<file path="src/rtl/mac_controller.sv">
// Layer-pass sequencer for a single MAC unit: walks neurons and inputs, issues memory addresses and
// accumulator controls, and writes one result per neuron. Optional abort input: define MAC_CTRL_ABORT_EN.
module mac_controller #(
   parameter int N_INPUTS  = 16,
   parameter int N_NEURONS = 8
) (
   input  logic        clk,
   input  logic        rst,
   input  logic        start,
`ifdef MAC_CTRL_ABORT_EN
   input  logic        abort,
`endif
   output logic        busy,
   output logic        done,
   output logic [7:0]  in_addr,
   output logic [15:0] w_addr,
   output logic [7:0]  b_addr,
   output logic        rst_Acc,
   output logic        ld_Acc,
   input  logic [7:0]  mac_result,
   output logic        out_we,
   output logic [7:0]  out_addr,
   output logic [7:0]  out_data
);

   localparam logic [2:0] S_IDLE  = 3'd0;
   localparam logic [2:0] S_CLEAR = 3'd1;
   localparam logic [2:0] S_ACCUM = 3'd2;
   localparam logic [2:0] S_DRAIN = 3'd3;
   localparam logic [2:0] S_WRITE = 3'd4;
   localparam logic [2:0] S_DONE  = 3'd5;

   localparam logic [7:0]  LAST_I = 8'(N_INPUTS - 1);
   localparam logic [7:0]  LAST_N = 8'(N_NEURONS - 1);
   localparam logic [15:0] N_IN16 = 16'(N_INPUTS);

   logic [2:0] state;
   logic [7:0] neuron;
   logic [7:0] idx;
   logic       abort_hit;

`ifdef MAC_CTRL_ABORT_EN
   assign abort_hit = abort && (state != S_IDLE);
`else
   assign abort_hit = 1'b0;
`endif

   always_ff @(posedge clk or negedge rst) begin
      if (!rst) begin
         state    <= S_IDLE;
         neuron   <= '0;
         idx      <= '0;
         out_data <= '0;
      end else if (abort_hit) begin
         state  <= S_IDLE;
         neuron <= '0;
         idx    <= '0;
      end else begin
         case (state)
            S_IDLE: begin
               if (start) begin
                  state  <= S_CLEAR;
                  neuron <= '0;
                  idx    <= '0;
               end
            end
            S_CLEAR: state <= S_ACCUM;
            S_ACCUM: begin
               if (idx == LAST_I) begin
                  state <= S_DRAIN;
                  idx   <= '0;
               end else begin
                  idx <= idx + 8'd1;
               end
            end
            // The last product lands this cycle; mac_result already includes it.
            S_DRAIN: begin
               out_data <= mac_result;
               state    <= S_WRITE;
            end
            S_WRITE: begin
               if (neuron == LAST_N) begin
                  state <= S_DONE;
               end else begin
                  neuron <= neuron + 8'd1;
                  state  <= S_CLEAR;
               end
            end
            S_DONE: begin
               state  <= S_IDLE;
               neuron <= '0;
            end
            default: state <= S_IDLE;
         endcase
      end
   end

   // Read data trails the address by one cycle, so loads skip ACCUM's first cycle and spill into DRAIN.
   assign busy     = (state != S_IDLE);
   assign done     = (state == S_DONE) && !abort_hit;
   assign rst_Acc  = (state == S_CLEAR);
   assign ld_Acc   = (((state == S_ACCUM) && (idx != 8'd0)) || (state == S_DRAIN)) && !abort_hit;
   assign out_we   = (state == S_WRITE) && !abort_hit;
   assign in_addr  = idx;
   assign b_addr   = neuron;
   assign out_addr = neuron;
   assign w_addr   = ({8'd0, neuron} * N_IN16) + {8'd0, idx};

endmodule

</file>
<file path="config.mk">
export PLATFORM = sky130hd
export DESIGN_NAME = mac_controller
export DESIGN_NICKNAME = d
export VERILOG_FILES = /design/src/rtl/mac_controller.sv
export SDC_FILE = /design/constraint.sdc
export NUM_CORES = 1
export LEC_CHECK = 0
export ABC_CLOCK_PERIOD_IN_PS = 2000
export CORE_MARGIN = 5
export CORE_UTILIZATION = 54
export DETAILED_ROUTE_END_ITERATION = 16
export DONT_BUFFER_PORTS = 1
export PLACE_DENSITY = 0.72
export REMOVE_ABC_BUFFERS = 1
export SLEW_MARGIN = 25
export SYNTH_ARGS = -nofsm -noshare
export SYNTH_HDL_FRONTEND = slang
export SYNTH_SLANG_ARGS = --single-unit
</file>
<file path="constraint.sdc">
create_clock -name clk -period 2 [get_ports clk]
set_input_delay 0.4 -clock clk [delete_from_list [all_inputs] [get_ports clk]]
set_output_delay 0.4 -clock clk [all_outputs]
set_load 0.02 [all_outputs]
</file>
==> run_results.csv, run 1 <==
group,metric,value,unit
run_status,status,"finished, violations left",
run_status,violations,"setup timing",
global_route,grt_antenna_before_repair,0,
final_layout,stdcell_area,0.00222,mm²
hold_path,whs_endpoint,"out_data[3]$_DFFE_PN0P_",
final_layout,syn_to_final_growth,27.1,%
drt,wire_per_inst,17.9,µm
global_route,grt_overflow,0,
sta,rsz0062_at_grt,"true",
placed_design,gp_congestion,0.858,
clock_tree,clockBufferDepth,2,
clock_tree,cts-root-buf,"clkbuf_4",
worst_setup_path,arrival,2.07,ns
final_layout,fill_cells,228,
sta,timing.fmax,404,MHz
logic_synthesis,ys.warnings.count,0,
worst_setup_path,cpMaxStageDelayCell,"dfrtp_1",
worst_setup_path,start_kind,"register",
final_layout,final_util,72.2,%
drt,first_iter_violations,133,
power_and_ir_drop,ir_drop,0.855,mV
sta,setup_ws,-0.475,ns
logic_synthesis,ys_top_cells_by_area,"dfrtp_1 39%, buf_4 6.4%, mux2_2 5.8%, ha_1 5.0%, o21ai_0 3.4%",
hold_path,min_from,"mac_result[3]",
floorplanning,row_count,20,
worst_setup_path,cpPeakStageDelay,0.44,ns
global_route,grt_pass1_vias,1428,
floorplanning,start_util,56.8,%
worst_setup_path,worst-r2r-setup-slack,0.06,ns
logic_synthesis,yosysTopAreaCell,"dfrtp_1",
final_layout,nets,237,
logic_synthesis,async_flop_share,100,%
floorplanning,die_x,66.9,µm
global_route,grt_pass1_wl,6530,µm
clock_tree,h-tree-depth,1,
global_route,use_met3,5.23,%
sta,setup_tns,-2.66,ns
floorplanning,die_h,66.9,µm
placed_design,place_hpwl,3140,µm
floorplanning,dieArea,0.00447,mm²
power_and_ir_drop,fin_total_pwr,2.69,mW
clock_tree,clkSinkCount,27,
hold_path,hp-class,"primary input to register",
worst_setup_path,cp-end-kind,"output port",
sta,period_minus_slack,2.47,ns
final_layout,insertedDiodeCount,0,
job,maxCapViolCount,0,
drt,drc,0,
sta,min_period_over_period,124,%
placed_design,port_buffers,0,
worst_setup_path,criticalPathCategory,"register to output port",
placed_design,detailedPlace.worstSlack,-0.121,ns
global_route,grt_max_degree,28,
logic_synthesis,syn-cell-area,0.00175,mm²
power_and_ir_drop,power_leakage,1.04,nW
logic_synthesis,synth-edff-count,0,
drt,viasPerCell,5.90,
global_route,track_usage,19.1,%
sta,clock_skew,0.00962,ns
global_route,busiest_layer,"met2",
worst_setup_path,path_cells,"ha_4 > buf_4 > buf_6 > a211oi_4 > nor2_2 > o21ai_1 > xnor2_1 > buf_4",
worst_setup_path,r2r_end,"b_addr[1]$_DFFE_PN0P_",
global_route,use_met1,20.8,%
clock_tree,clkSlewWorstSetupHoldPaths,0.16,ns
sta,drv_slew,0,
logic_synthesis,ys_ff_latch,27,
clock_tree,clk_latency,0.34,ns
placed_design,post_dp_cell_area,0.00191,mm²
final_layout,drive_gt1_share,39.6,%
floorplanning,ios,64,
drt,drt_pass1_iterations,4,
worst_setup_path,path_max_fanout,3,
power_and_ir_drop,power_density,1210,mW/mm²
logic_synthesis,yosys.area.top_type_share,38.7,%
sta,setup_viol,8,
logic_synthesis,ys.flop_type,"dfrtp_1",
sta,report.final.hold_viol_count,0,
worst_setup_path,critical_path_required,1.60,ns
hold_path,holdPathStages,1,
worst_setup_path,reg2reg_from,"b_addr[1]$_DFFE_PN0P_",
floorplanning,coreArea,0.00308,mm²
logic_synthesis,synth-seq-area-share,38.7,%
worst_setup_path,crit_top_cell,"buf_4",
global_route,met2_usage,35.4,%
worst_setup_path,reg2regPathDepth,6,
logic_synthesis,syn_inst,186,
drt,vias,1541,
clock_tree,tritoncts,"built",
drt,finalWirelength,4670,µm
logic_synthesis,ys_types,48,
drt,postRouteAntennaNets,0,
logic_synthesis,syn_avg_cell_area,9.40,µm²
clock_tree,cts_inserted_buffers,3,
[cells in the mapped netlist, types with 4 or more instances]
master     n
mux2_2     9
nand2_1   13
nor2_1    10
nand3_1    5
and3_1     6
a21oi_1    6
inv_1      9
clkbuf_1   6
dfrtp_1   27
o21ai_0   12
a31oi_1    6
ha_1       7
buf_4     15
nand2b_1   4
[logic make-up (layout without fill, tap and decap cells)]
kind of cell,after synthesis,in the layout,share of synthesized area [%]
buffers and inverters,33,62,10.8
other,1,3,0.215
xor gates and xnor gates,5,5,2.51
adders and majority gates,8,8,6.16
DFF,27,27,38.7
and+or+nand+nor,63,63,20.3
muxes,11,11,6.94
AOI/OAI and AO/OA,38,38,14.5
[flip-flops by register name (all words and copies together), names as in the netlist]
name      cells
in_addr       8
state         3
b_addr        8
out_data      8
[layer usage]
| layer | part of all wire [%] | vias to the layer above |
|---|---|---|
| li1 | - | 706 |
| met1 | 37 | 747 |
| met2 | 53 | 77 |
| met3 | 6.9 | 11 |
| met4 | 2.9 | 0 |
| met5 | 0 | - |
[cells in the final DEF, fill, tap and decap left out, drive strengths merged, types with 2 or more instances in the layout]
cell type and instances:
buf 48, dfrtp 27, a211oi 2, nand3b 3
nor2 10, clkbuf 3, xor2 2, nand3 5
nand4 3, clkinvlp 2, and2 2, a21oi 7
o21ai 12, mux2 9, xnor2 3, nor2b 2
conb 3, nor3 3, nand2b 4, mux2i 2
a31oi 6, ha 7, a21o 2, and3 7
nand2 13, a211o 2, or3 2, or3b 3
inv 8, nor4b 2
[critical path, delay by kind of cell, from the launching register on]
kind                       cells  cell delay (ns)
xor gates and xnor gates       1             0.15
buffers and inverters          3             0.42
adders and majority gates      1             0.18
and+or+nand+nor                1             0.09
DFF                            1             0.44
AOI/OAI and AO/OA              2             0.47
[timing repair]
item	in CTS	in global routing
setup buffers	6	7
endpoints found under the hold margin	27	0
gates resized for setup	16	20
setup endpoints to repair	10	12
hold buffers	2	0
pin swaps	7	8
[per-stage QoR]
| step | hold slack, ns | instances |
|---|---|---|
| after global placement | 0.106 | 242 |
| after floorplan | 0.104 | 164 |
| after CTS | 0.195 | 254 |
| after detailed placement | 0.106 | 242 |
| after global routing | 0.172 | 261 |
| final | 0.196 | 261 |
[cell type report]
cell class | count | area [µm²] | area share (%)
clock buffer | 3 | 22.5 | 1.01
sequential | 27 | 677 | 30.5
timing repair buffer | 49 | 417 | 18.8
multi-input combinational | 128 | 1000 | 45.2
tap | 44 | 55.1 | 2.48
clock inverter | 1 | 7.51 | 0.338
inverter | 9 | 37.5 | 1.69
[report_power, final]
group | total (mW) | internal [mW] | leakage, nW | switching [mW]
Sequential | 0.954 | 0.718 | 0.349 | 0.236
Combinational | 1.49 | 0.625 | 0.674 | 0.863
Clock | 0.250 | 0.0768 | 0.0139 | 0.173
Total | 2.69 | 1.42 | 1.04 | 1.27
[worst max path at each step]
| stage | from | end | slack [ns] | cells after the start |
|---|---|---|---|---|
| 2_1_floorplan | b_addr[0]$_DFFE_PN0P_ | w_addr[10] | -0.48 | 7 |
| 3_3_place_gp | in_addr[4]$_DFFE_PN0P_ | w_addr[10] | -0.05 | 8 |
| 3_5_place_dp | in_addr[4]$_DFFE_PN0P_ | w_addr[10] | -0.12 | 8 |
| 4_1_cts | in_addr[4]$_DFFE_PN0P_ | w_addr[10] | -0.36 | 8 |
| 5_1_grt | in_addr[4]$_DFFE_PN0P_ | w_addr[9] | -0.62 | 8 |
| 6_report | in_addr[4]$_DFFE_PN0P_ | w_addr[9] | -0.47 | 8 |
(Power assumes the default switching activity.)
==> run 2: changes to the inputs <==
- ABC_CLOCK_PERIOD_IN_PS: 2000 -> 3000
- CORE_UTILIZATION: 54 -> 60
- CTS_CLUSTER_SIZE: not set -> 40
- PLACE_DENSITY: 0.72 -> 0.76
- clock period: 2 -> 3 ns (I/O delays scaled with it)
==> run_results.csv, run 2 (synthesis results as in run 1) <==
group,metric,value,unit
placed_design,gp_congestion,0.817,
sta,drv_slew,0,
sta,slew_headroom,52.9,%
final_layout,insertedDiodeCount,0,
clock_tree,clockBufferDepth,2,
placed_design,post_dp_cell_area,0.00169,mm²
worst_setup_path,start_kind,"register",
floorplanning,die_x,64.0,µm
floorplanning,row_count,19,
sta,setup_viol,0,
global_route,grt_antenna_before_repair,0,
clock_tree,cts-root-buf,"clkbuf_4",
power_and_ir_drop,power_density,883,mW/mm²
final_layout,layout_common_cells,"26 x dfrtp_1, 13 x nand2_1, 12 x o21ai_0",
drt,viasPerCell,6.27,
global_route,grt_overflow,0,
final_layout,drive_gt1_share,16.5,%
final_layout,final_util,62.6,%
worst_setup_path,arrival,2.18,ns
sta,min_period_over_period,92.8,%
placed_design,detailedPlace.worstSlack,0.440,ns
sta,setup_ws,0.216,ns
final_layout,fill_cells,240,
global_route,grt_max_degree,28,
sta,report.final.hold_viol_count,0,
clock_tree,tritoncts,"built",
power_and_ir_drop,fin_total_pwr,1.54,mW
final_layout,nets,196,
worst_setup_path,startpoint,"in_addr[5]$_DFFE_PN0P_",
worst_setup_path,reg2regPathDepth,4,
worst_setup_path,path_max_fanout,9,
final_layout,final_common_cell,"dfrtp_1",
worst_setup_path,critical_path_required,2.40,ns
floorplanning,coreArea,0.00278,mm²
global_route,track_usage,18.6,%
global_route,grt_pass1_wl,6200,µm
sta,clock_skew,0.00399,ns
placed_design,place_hpwl,2690,µm
clock_tree,cts_inserted_buffers,3,
global_route,grt_pass1_vias,1327,
drt,first_iter_violations,33,
worst_setup_path,criticalPathCategory,"register to output port",
clock_tree,h-tree-depth,1,
power_and_ir_drop,power_leakage,0.819,nW
placed_design,dp.cells,202,
clock_tree,clkSlewWorstSetupHoldPaths,0.14,ns
final_layout,syn_to_final_growth,-0.429,%
drt,drc,0,
final_layout,stdcell_area,0.00174,mm²
floorplanning,start_util,62.8,%
clock_tree,clkSinkCount,27,
sta,tightest_slew,0.705,ns
drt,finalWirelength,3600,µm
sta,rsz0062_at_grt,"false",
clock_tree,cts_setup_buffers,0,
floorplanning,die_h,64.0,µm
job,maxCapViolCount,0,
hold_path,hp-class,"primary input to asynchronous set/reset pin",
drt,drt_pass1_iterations,4,
drt,vias,1298,
final_layout,final_cells,207,
run_status,status,"finished clean",
floorplanning,ios,64,
drt,postRouteAntennaNets,0,
sta,period_minus_slack,2.78,ns
sta,setup_tns,0,ns
worst_setup_path,reg2reg_from,"b_addr[4]$_DFFE_PN0P_",
floorplanning,dieArea,0.00409,mm²
drt,wire_per_inst,17.4,µm
power_and_ir_drop,ir_drop,0.589,mV
sta,timing.fmax,359,MHz
clock_tree,clk_latency,0.33,ns
worst_setup_path,cp-end-kind,"output port",
placed_design,port_buffers,0,
sta,whs,0.0553,ns
==> run 2: changes by cell type in the layout (fill, tap and decap cells not counted), moves of 2 or more <==
cell,change
buf_4,-32
nor2_1,+2
o21ai_0,+4
ha_4,-4
inv_2,-2
nor2_2,-2
clkinvlp_4,-2
buf_6,-7
o21ai_1,-3
ha_1,+4
inv_1,+3
==> run 2: layer usage <==
metal  vias up  global-route usage (%)  routed length, µm
li1        628                       -                  -
met1       626                    23.5               1600
met2        39                    30.5               1710
met3         5                    4.73                227
met4         0                    7.01                 57
met5         -                       0                  0
==> run 2: area by class of cell <==
type,instances,area [µm²],share of cell area [%]
clock buffer,3,22.5,1.29
clock inverter,1,5.00,0.288
inverter,9,33.8,1.94
multi-input combinational,128,891,51.2
sequential,27,677,38.9
tap,31,38.8,2.23
timing repair buffer,8,72.6,4.17
==> run 2: timing repair <==
item                       CTS  global route
hold buffers                 1             0
gates resized for setup      0             1
hold endpoints to repair    27             0
setup endpoints to repair    0             2
==> run 2: final timing paths <==
kind                                      endpoint  slack [ns]
max                                     w_addr[10]        0.22
min                        out_data[6]$_DFFE_PN0P_        0.06
max reg2reg                  b_addr[2]$_DFFE_PN0P_        0.88
min reg2reg                 in_addr[5]$_DFFE_PN0P_        0.66
max in group asynchronous   in_addr[5]$_DFFE_PN0P_        2.78
min in group clk           out_data[5]$_DFFE_PN0P_        0.40
==> run 2: power breakdown <==
group          internal [mW]  switching, mW
Clock                 0.0502          0.109
Combinational          0.242          0.332
Sequential             0.476          0.328
Total                  0.769          0.769
==> run 2: worst max-delay path, cell delays in order, from the launching register on <==
cell     delay (ns)
dfrtp_2        0.52
inv_1          0.10
fa_1           0.47
nor2b_1        0.14
o21ai_0        0.11
a21oi_1        0.19
xor2_1         0.17
buf_4          0.16
